<file path="src/rtl/mem_access_40.sv">
// Nios II memory-access stage: retires ALU ops in 1 cycle; LDW/STW go through a req/ack data-memory handshake.
// Upstream is stalled (inputs ignored) for the whole ACCESS phase; an access with no ack is aborted after MEM_TIMEOUT cycles.
module mem_access_40 #(
    parameter int unsigned MEM_TIMEOUT = 15
) (
    input  logic        clk_40,
    input  logic        rst_40,
    input  logic        in_valid_40,
    input  logic [5:0]  opcode_40,
    input  logic [31:0] alu_out_40,
    input  logic [31:0] alu_src_40,
    input  logic [5:0]  dest_reg_40,
    input  logic [5:0]  targ_reg_40,
    output logic        stall_40,
    output logic        mem_req_40,
    output logic        mem_we_40,
    output logic [31:0] mem_addr_40,
    output logic [31:0] mem_wdata_40,
    input  logic [31:0] mem_rdata_40,
    input  logic        mem_ack_40,
    output logic        wb_valid_40,
    output logic        wb_en_40,
    output logic [5:0]  wb_reg_40,
    output logic [31:0] wb_data_40,
    output logic [5:0]  opcode_out_40,
    output logic        misalign_40,
    output logic        bus_err_40
);

    localparam logic [0:0] S_IDLE   = 1'b0;
    localparam logic [0:0] S_ACCESS = 1'b1;

    localparam logic [5:0] OP_ADD  = 6'b110001;
    localparam logic [5:0] OP_MUL  = 6'b100111;
    localparam logic [5:0] OP_ADDI = 6'b000100;
    localparam logic [5:0] OP_SUBI = 6'b011111;
    localparam logic [5:0] OP_LDW  = 6'b010111;
    localparam logic [5:0] OP_STW  = 6'b010101;
    localparam logic [5:0] OP_CALL = 6'b000000;

    localparam logic [7:0] CNT_LAST = 8'(MEM_TIMEOUT - 1);

    logic [0:0]  state_q, state_d;
    logic [7:0]  cnt_q, cnt_d;
    logic [31:0] addr_q, addr_d;
    logic [31:0] wdata_q, wdata_d;
    logic        we_q, we_d;
    logic [5:0]  lreg_q, lreg_d;
    logic [5:0]  lop_q, lop_d;

    logic        wb_valid_q, wb_valid_d;
    logic        wb_en_q, wb_en_d;
    logic [5:0]  wb_reg_q, wb_reg_d;
    logic [31:0] wb_data_q, wb_data_d;
    logic [5:0]  opc_q, opc_d;
    logic        misalign_q, misalign_d;
    logic        bus_err_q, bus_err_d;

    logic [5:0]  dec_reg;
    logic        dec_wr;
    logic        is_mem;
    logic        is_misal;
    logic        in_access;

    always_comb begin
        dec_reg = 6'd0;
        dec_wr  = 1'b0;
        case (opcode_40)
            OP_ADD, OP_MUL: begin
                dec_reg = dest_reg_40;
                dec_wr  = 1'b1;
            end
            OP_ADDI, OP_SUBI, OP_LDW: begin
                dec_reg = targ_reg_40;
                dec_wr  = 1'b1;
            end
            OP_CALL: begin
                dec_reg = 6'd31;
                dec_wr  = 1'b1;
            end
            OP_STW: begin
                dec_reg = targ_reg_40;
                dec_wr  = 1'b0;
            end
            default: begin
                dec_reg = 6'd0;
                dec_wr  = 1'b0;
            end
        endcase
    end

    assign is_mem    = (opcode_40 == OP_LDW) || (opcode_40 == OP_STW);
    assign is_misal  = (alu_out_40[1:0] != 2'b00);
    assign in_access = (state_q == S_ACCESS);

    always_comb begin
        state_d    = state_q;
        cnt_d      = cnt_q;
        addr_d     = addr_q;
        wdata_d    = wdata_q;
        we_d       = we_q;
        lreg_d     = lreg_q;
        lop_d      = lop_q;
        wb_valid_d = 1'b0;
        wb_en_d    = wb_en_q;
        wb_reg_d   = wb_reg_q;
        wb_data_d  = wb_data_q;
        opc_d      = opc_q;
        misalign_d = 1'b0;
        bus_err_d  = bus_err_q;

        if (state_q == S_IDLE) begin
            if (in_valid_40) begin
                if (is_mem && is_misal) begin
                    wb_valid_d = 1'b1;
                    wb_en_d    = 1'b0;
                    wb_reg_d   = dec_reg;
                    wb_data_d  = alu_out_40;
                    opc_d      = opcode_40;
                    misalign_d = 1'b1;
                end else if (is_mem) begin
                    addr_d  = alu_out_40;
                    wdata_d = alu_src_40;
                    we_d    = (opcode_40 == OP_STW);
                    lreg_d  = dec_reg;
                    lop_d   = opcode_40;
                    cnt_d   = 8'd0;
                    state_d = S_ACCESS;
                end else begin
                    wb_valid_d = 1'b1;
                    wb_en_d    = dec_wr && (dec_reg != 6'd0);
                    wb_reg_d   = dec_reg;
                    wb_data_d  = alu_out_40;
                    opc_d      = opcode_40;
                end
            end
        end else begin
            // An ack on the timeout edge takes priority over the abort.
            if (mem_ack_40) begin
                wb_valid_d = 1'b1;
                wb_reg_d   = lreg_q;
                opc_d      = lop_q;
                state_d    = S_IDLE;
                if (we_q) begin
                    wb_en_d = 1'b0;
                end else begin
                    wb_en_d   = (lreg_q != 6'd0);
                    wb_data_d = mem_rdata_40;
                end
            end else if (cnt_q == CNT_LAST) begin
                wb_valid_d = 1'b1;
                wb_en_d    = 1'b0;
                wb_reg_d   = lreg_q;
                opc_d      = lop_q;
                bus_err_d  = 1'b1;
                state_d    = S_IDLE;
            end else begin
                cnt_d = cnt_q + 8'd1;
            end
        end
    end

    always_ff @(posedge clk_40 or negedge rst_40) begin
        if (!rst_40) begin
            state_q    <= S_IDLE;
            cnt_q      <= 8'd0;
            addr_q     <= 32'd0;
            wdata_q    <= 32'd0;
            we_q       <= 1'b0;
            lreg_q     <= 6'd0;
            lop_q      <= 6'd0;
            wb_valid_q <= 1'b0;
            wb_en_q    <= 1'b0;
            wb_reg_q   <= 6'd0;
            wb_data_q  <= 32'd0;
            opc_q      <= 6'd0;
            misalign_q <= 1'b0;
            bus_err_q  <= 1'b0;
        end else begin
            state_q    <= state_d;
            cnt_q      <= cnt_d;
            addr_q     <= addr_d;
            wdata_q    <= wdata_d;
            we_q       <= we_d;
            lreg_q     <= lreg_d;
            lop_q      <= lop_d;
            wb_valid_q <= wb_valid_d;
            wb_en_q    <= wb_en_d;
            wb_reg_q   <= wb_reg_d;
            wb_data_q  <= wb_data_d;
            opc_q      <= opc_d;
            misalign_q <= misalign_d;
            bus_err_q  <= bus_err_d;
        end
    end

    // Bus outputs are gated by the state so they read zero outside a live request.
    assign stall_40      = in_access;
    assign mem_req_40    = in_access;
    assign mem_we_40     = in_access & we_q;
    assign mem_addr_40   = in_access ? addr_q : 32'd0;
    assign mem_wdata_40  = in_access ? wdata_q : 32'd0;

    assign wb_valid_40   = wb_valid_q;
    assign wb_en_40      = wb_en_q;
    assign wb_reg_40     = wb_reg_q;
    assign wb_data_40    = wb_data_q;
    assign opcode_out_40 = opc_q;
    assign misalign_40   = misalign_q;
    assign bus_err_40    = bus_err_q;

endmodule

</file>
<file path="config.mk">
export PLATFORM = sky130hd
export DESIGN_NAME = mem_access_40
export DESIGN_NICKNAME = d
export VERILOG_FILES = /design/src/rtl/mem_access_40.sv
export SDC_FILE = /design/constraint.sdc
export NUM_CORES = 1
export LEC_CHECK = 0
export ABC_AREA = 0
export BUFFER_PORTS_ARGS = -buffer_cell sky130_fd_sc_hd__buf_2
export CAP_MARGIN = 20
export CORE_AREA = 4 4 117 119
export DETAILED_ROUTE_END_ITERATION = 12
export DIE_AREA = 0 0 121 123
export GPL_TIMING_DRIVEN = 1
export PLACE_DENSITY = 0.89
export SYNTH_ARGS = -nofsm -noshare
export SYNTH_HDL_FRONTEND = slang
export SYNTH_SLANG_ARGS = --single-unit
</file>
<file path="constraint.sdc">
create_clock -name clk_40 -period 3.2 [get_ports clk_40]
set_clock_uncertainty 0.2 [all_clocks]
set_input_delay 0.32 -clock clk_40 [delete_from_list [all_inputs] [get_ports clk_40]]
set_output_delay 0.32 -clock clk_40 [all_outputs]
set_load 0.02 [all_outputs]
</file>
After elaboration in Yosys (flattened, before gate mapping):

Index checks and enable logic that the tools add are counted.

* output and inout port bits: 115
* flip-flop bits (word level): 134
* logic and storage cells: 100
* bits of input ports: 118

* bitwise operators: 4
* eq/ne operators: 14
* add/subtract/negate cells: 1
* reductions and logical operators: 17
* mux-type cells: 50

Operators by type and width (count)
* 32-bit two-way mux: 8
* 6-bit two-way mux: 12
* 8-bit two-way mux: 6
* 1-bit two-way mux: 23
* 6-bit by 5-bit equality test with 1-bit output, second input constant: 3
* 6-bit case mux with 3 select lines: 1
* 6-bit equality test, second input constant: 2
* 6-bit nonzero test: 2
* 2-bit != test, second input constant: 5
* 8-bit by 1-bit adder with 8-bit output, second input constant: 1
* 8-bit by 4-bit equality test with 1-bit output, second input constant: 1
* 4-bit AND reduction: 2
* 6-bit by 3-bit equality test with 1-bit output, second input constant: 1
* 6-bit zero test: 1
* 3-bit by 2-bit != test with 1-bit output, second input constant: 2
* 3-bit AND reduction: 2
* 2-bit nonzero test: 3
* 6-bit OR reduction: 1
* 5-bit AND reduction: 1
* 4-bit OR reduction: 1
* 1-bit inverter: 3
* 1-bit logical AND: 2
* 2-bit OR reduction: 1
* 1-bit AND: 1
* 1-bit logical OR: 1

Longest topological paths before layout:

* depth after elaboration: 9
* depth in mapped cells: 9
* depth with buffers taken out: 8

Worst setup path after synthesis:

Ideal clock, no wire load.

* path type: register to register
* start point: register cnt_q[0]
* end point: register wb_reg_q[0], in the netlist wb_reg_40[0]
* stages on the path, launching flop included: 8
* buffers on the path: 0
* period minus slack after synthesis: 2.253 ns
* data required time: 2.875 ns
* setup time: 0.125 ns
* setup slack: 0.947 ns
* arrival time: 1.929 ns
* path through: dfrtp_1 > inv_1 > ha_1 > or4b_4 > o21ai_4 > o311ai_2 > inv_2 > mux2_2

* cells in the longest elaborated chain, start to end: 3

Ends and longest elaborated chain
* start: declaration: RTL line 44 `logic [7:0] cnt_q, cnt_d;`
* start signal: assignment: RTL line 181 `cnt_q <= cnt_d;`
* 8-bit by 4-bit equality test with 1-bit output: RTL line 150 `end else if (cnt_q == CNT_LAST) begin`
* 3-bit by 2-bit != test with 1-bit output (no source line)
* 3-bit AND reduction (no source line)
* end signal: assignment: RTL line 189 `wb_reg_q <= wb_reg_d;`
* end: declaration: RTL line 53 `logic [5:0] wb_reg_q, wb_reg_d;`

Every way passes these cells.
A chain may end at the register's enable or synchronous reset.

Final worst setup path:

* start point: input opcode_40[1]
* end point: register wb_en_q, in the netlist wb_en_40

* cells in the longest elaborated chain, start to end: 9
* elaborated cells between the ends (all ways): 22

Ends and longest elaborated chain
* start: declaration: RTL line 9 `input logic [5:0] opcode_40,`
* 6-bit by 5-bit equality test with 1-bit output (tied with other cells): RTL line 68, 92
* 4-bit OR reduction (no source line) / 2-bit OR reduction (equally long branches)
* 6-bit case mux with 3 select lines: RTL line 68 `case (opcode_40)`
* 6-bit nonzero test: RTL line 131 `wb_en_d = dec_wr && (dec_reg != 6'd0);`
* 1-bit logical AND: RTL line 131
* 1-bit two-way mux: RTL line 121 `end else if (is_mem) begin`
* 1-bit two-way mux: RTL line 114 `if (is_mem && is_misal) begin`
* 1-bit two-way mux: RTL line 113 `if (in_valid_40) begin`
* 1-bit two-way mux: RTL line 112 `if (state_q == S_IDLE) begin`
* end signal: assignment: RTL line 188 `wb_en_q <= wb_en_d;`
* end: declaration: RTL line 52 `logic wb_en_q, wb_en_d;`

Several ways; a longest one is shown, not always the timed one. The select of a mux whose other input is x is not followed.

==> impl_metrics.tcl <==
set metrics [dict create \
    status "completed" \
    power_leakage_nw 4.76 \
    regToRegEndpoint "wb_reg_40[0]" \
    dr.pass1.iters 4 \
    ant_nets 0 \
    hold_depth 3 \
    switching_share_pct 23.0 \
    worst_setup_path_start_kind "input port" \
    hold_violations 0 \
    ys_seq_area_share_pct 54.9 \
    cpPeakStageDelay_ns 0.56 \
    critPathKind "in -> reg" \
    clk_path_buf_depth 2 \
    dpl_cell_area_um2 7460 \
    grtUsageTotal_pct 24.2 \
    fp.dieH_um 123 \
    postSynthAreaPerCell_um2 9.22 \
    vias 5749 \
    final_cell_area_um2 8930 \
    ctsResizeCount 0 \
    pre_cts_ws_ns 0.834 \
    clk_pin_slew_ns 0.06 \
    antenna_found_initial 0 \
    slew_headroom_pct 51.6 \
    syn_nets 783 \
    synthTopCellsByArea "dfrtp_1 (55%), nand2_1 (15%), and2_1 (7.2%)" \
    cts_max_level 4 \
    dieArea_um2 14900 \
    hp-start "mem_rdata_40[10]" \
    switchingPower_w 0.00106 \
    synth_top_area_share_pct 54.9 \
    reg2reg_depth 7 \
    r2r_start "cnt_q[0]" \
    wl_um 17900 \
    min_period_over_period_pct 78.0 \
    clkLatencyLatePin_ns 0.41 \
    p_seq_share_pct 41.0 \
    p_clk_share_pct 47.9 \
    cts-root-buf "clkbuf_16" \
    hold_class "in -> reg" \
    intPower_w 0.00355 \
    worst_slack_ns 0.703 \
    clock-sinks 134 \
    setup_tns_ns 0 \
    endpoint_kind "register" \
    crit_chain "dlygate4sd3_1 -> buf_2 -> nor3_1 -> a32oi_1 -> nor3b_1 -> a221oi_1 -> and4b_1 -> a41oi_2" \
    arrival_ns 2.63 \
    ir_drop_mv 0.321 \
    syn_inst 663 \
    netlist_area_um2 6110 \
    slowest_stage "nor3b_1" \
    grt-ovfl-total 0 \
    synth_edf_count 0 \
    yosys_warnings 0 \
    viasPerCell 4.99 \
    rsz0062_at_grt "no" \
    ys_types 47 \
    wl_per_cell_um 15.5 \
    dpl.hpwl_um 11300 \
    required_ns 3.34 \
    crit_path_max_fanout 8 \
    final_max_slew_viol_count 0 \
    grt_start_max_net_pins 80 \
    drive_gt1_share_pct 29.7 \
    nets 1086 \
    drcViolationCount 0 \
    ys.flop_type "dfrtp_1" \
    p_per_area_nw_per_um2 516 \
    asyncSetResetFlopFracSynth_pct 100 \
    tightest_slew_ns 0.727 \
    cts_buffers 17 \
    comb_power_share_pct 11.1 \
    initial_utilization_pct 48.6 \
    yosys.area.top_type "dfrtp_1" \
    post_cts.repair.setup_buffers 0 \
    rrSetupSlack_ns 0.83 \
    top_level_ports 233 \
    cts_tree "built" \
    setup_viol 0 \
    die_w_um 121 \
    area_delta_synth_final_pct 46.1 \
    grt_pass1_vias 5809 \
    max_freq_mhz 400 \
    period_needed_ns 2.50 \
    core_um2 12600 \
    drv_cap 0 \
    grt_pass1_wl_um 28300 \
    num_rows 41 \
    ys_ff_latch 134 \
    placement.io_buffers 232 \
    first_iter_violations 526 \
    finalWeightedCongestion 0.858 \
    whs_endpoint "wb_data_40[10]" \
]
-- critical path, delay by kind of cell --
kind / cells / cell delay (ns)
and+or+nand+nor: 3 / 1.09
buffers and inverters: 2 / 0.70
AOI/OAI and AO/OA: 3 / 0.52
-- stage by stage --
step	instances	utilization, %	power [W]	hold WS [ns]
2_1_floorplan	663	-	0.00211	-0.176
3_3_place_gp	1040	59.3	0.00232	0.202
3_5_place_dp	1040	59.3	0.00234	0.216
4_1_cts	1151	71.0	0.00463	0.00370
5_1_grt	1151	71.0	0.00479	0.00986
6_report	1153	71.1	0.00461	0.0250
-- sequential cells by signal (all words and copies together) (netlist names), 6 cells and up --
name	flops
cnt_q	8
opcode_out_40	6
lreg_q	6
wb_reg_40	6
wb_data_40	32
addr_q	32
wdata_q	32
lop_q	6
-- kinds of logic (layout without fill, tap and decap cells) --
group           Yosys count  count (layout)  share of synthesized area [%]
simple gates            363             363                           26.5
mux                      44              44                           7.29
compound gates           70              70                           7.16
flops                   134             134                           54.9
other cells               0               2                              0
fa+ha+maj                 2               2                          0.409
buf+inv                  44             360                           2.93
xor+xnor                  6               6                          0.860
-- power by group through the flow --
stage          registers (W)  logic (W)  clock network, W
5_1_grt              0.00190   0.000563           0.00233
6_report             0.00189   0.000511           0.00221
3_3_place_gp         0.00191   0.000417                 0
4_1_cts              0.00188   0.000504           0.00225
2_1_floorplan        0.00197   0.000142                 0
3_5_place_dp         0.00191   0.000430                 0
-- area by class of cell --
cell class | instances | area, um^2
diodes | 2 | 5.00
clock buffers | 19 | 453
clock inverters | 13 | 226
fillers | 871 | 3640
inverters | 6 | 22.5
multi-input cells | 485 | 2600
flip-flops and latches | 134 | 3360
well taps | 172 | 215
repair buffers | 322 | 2050
-- worst max-delay path by stage --
stage	start	to	slack [ns]	cells after the start
after floorplan	cnt_q[0]	wb_reg_40[0]	0.95	7
after global placement	opcode_40[5]	lop_q[3]	0.87	6
after detailed placement	cnt_q[0]	wb_reg_40[0]	0.83	7
after CTS	opcode_40[1]	wb_en_40	0.75	8
after global routing	opcode_40[1]	wb_en_40	0.54	8
final	opcode_40[1]	wb_en_40	0.70	8
-- layer usage --
metal	track usage, %	vias up	share of wire [%]
li1	-	2752	-
met1	28.4	2701	39
met2	41.0	243	50
met3	6.13	53	6.6
met4	12.7	0	3.8
met5	0	-	0
-- cell usage after synthesis (all sizes together) (3+ instances only) --
cell	count
clkbuf	28
mux2	4
nor3	3
nand2	249
o21ai	53
and2	70
nor2	14
dfrtp	134
inv	5
nand3	6
mux2i	40
nand2b	4
xor2	5
a221oi	4
buf	10
or2	3
-- cell usage in the layout (no fill, tap or decap), drive strengths merged, types with 4 or more instances in the layout --
master         n
dfrtp        134
mux2i         40
clkbuf        19
inv            5
and2          70
nor2          14
nand2        249
dlygate4sd3   79
xor2           5
nand3          6
bufinv         6
o21ai         53
clkinv         5
buf          243
nand2b         4
a221oi         4
mux2           4
-- timing repair --
| action | in CTS | in global routing |
|---|---|---|
| setup endpoints to repair | 0 | 0 |
| hold buffers | 79 | 0 |
| hold endpoints to repair | 156 | 0 |
No activity file was read; power rests on OpenSTA's default activity.
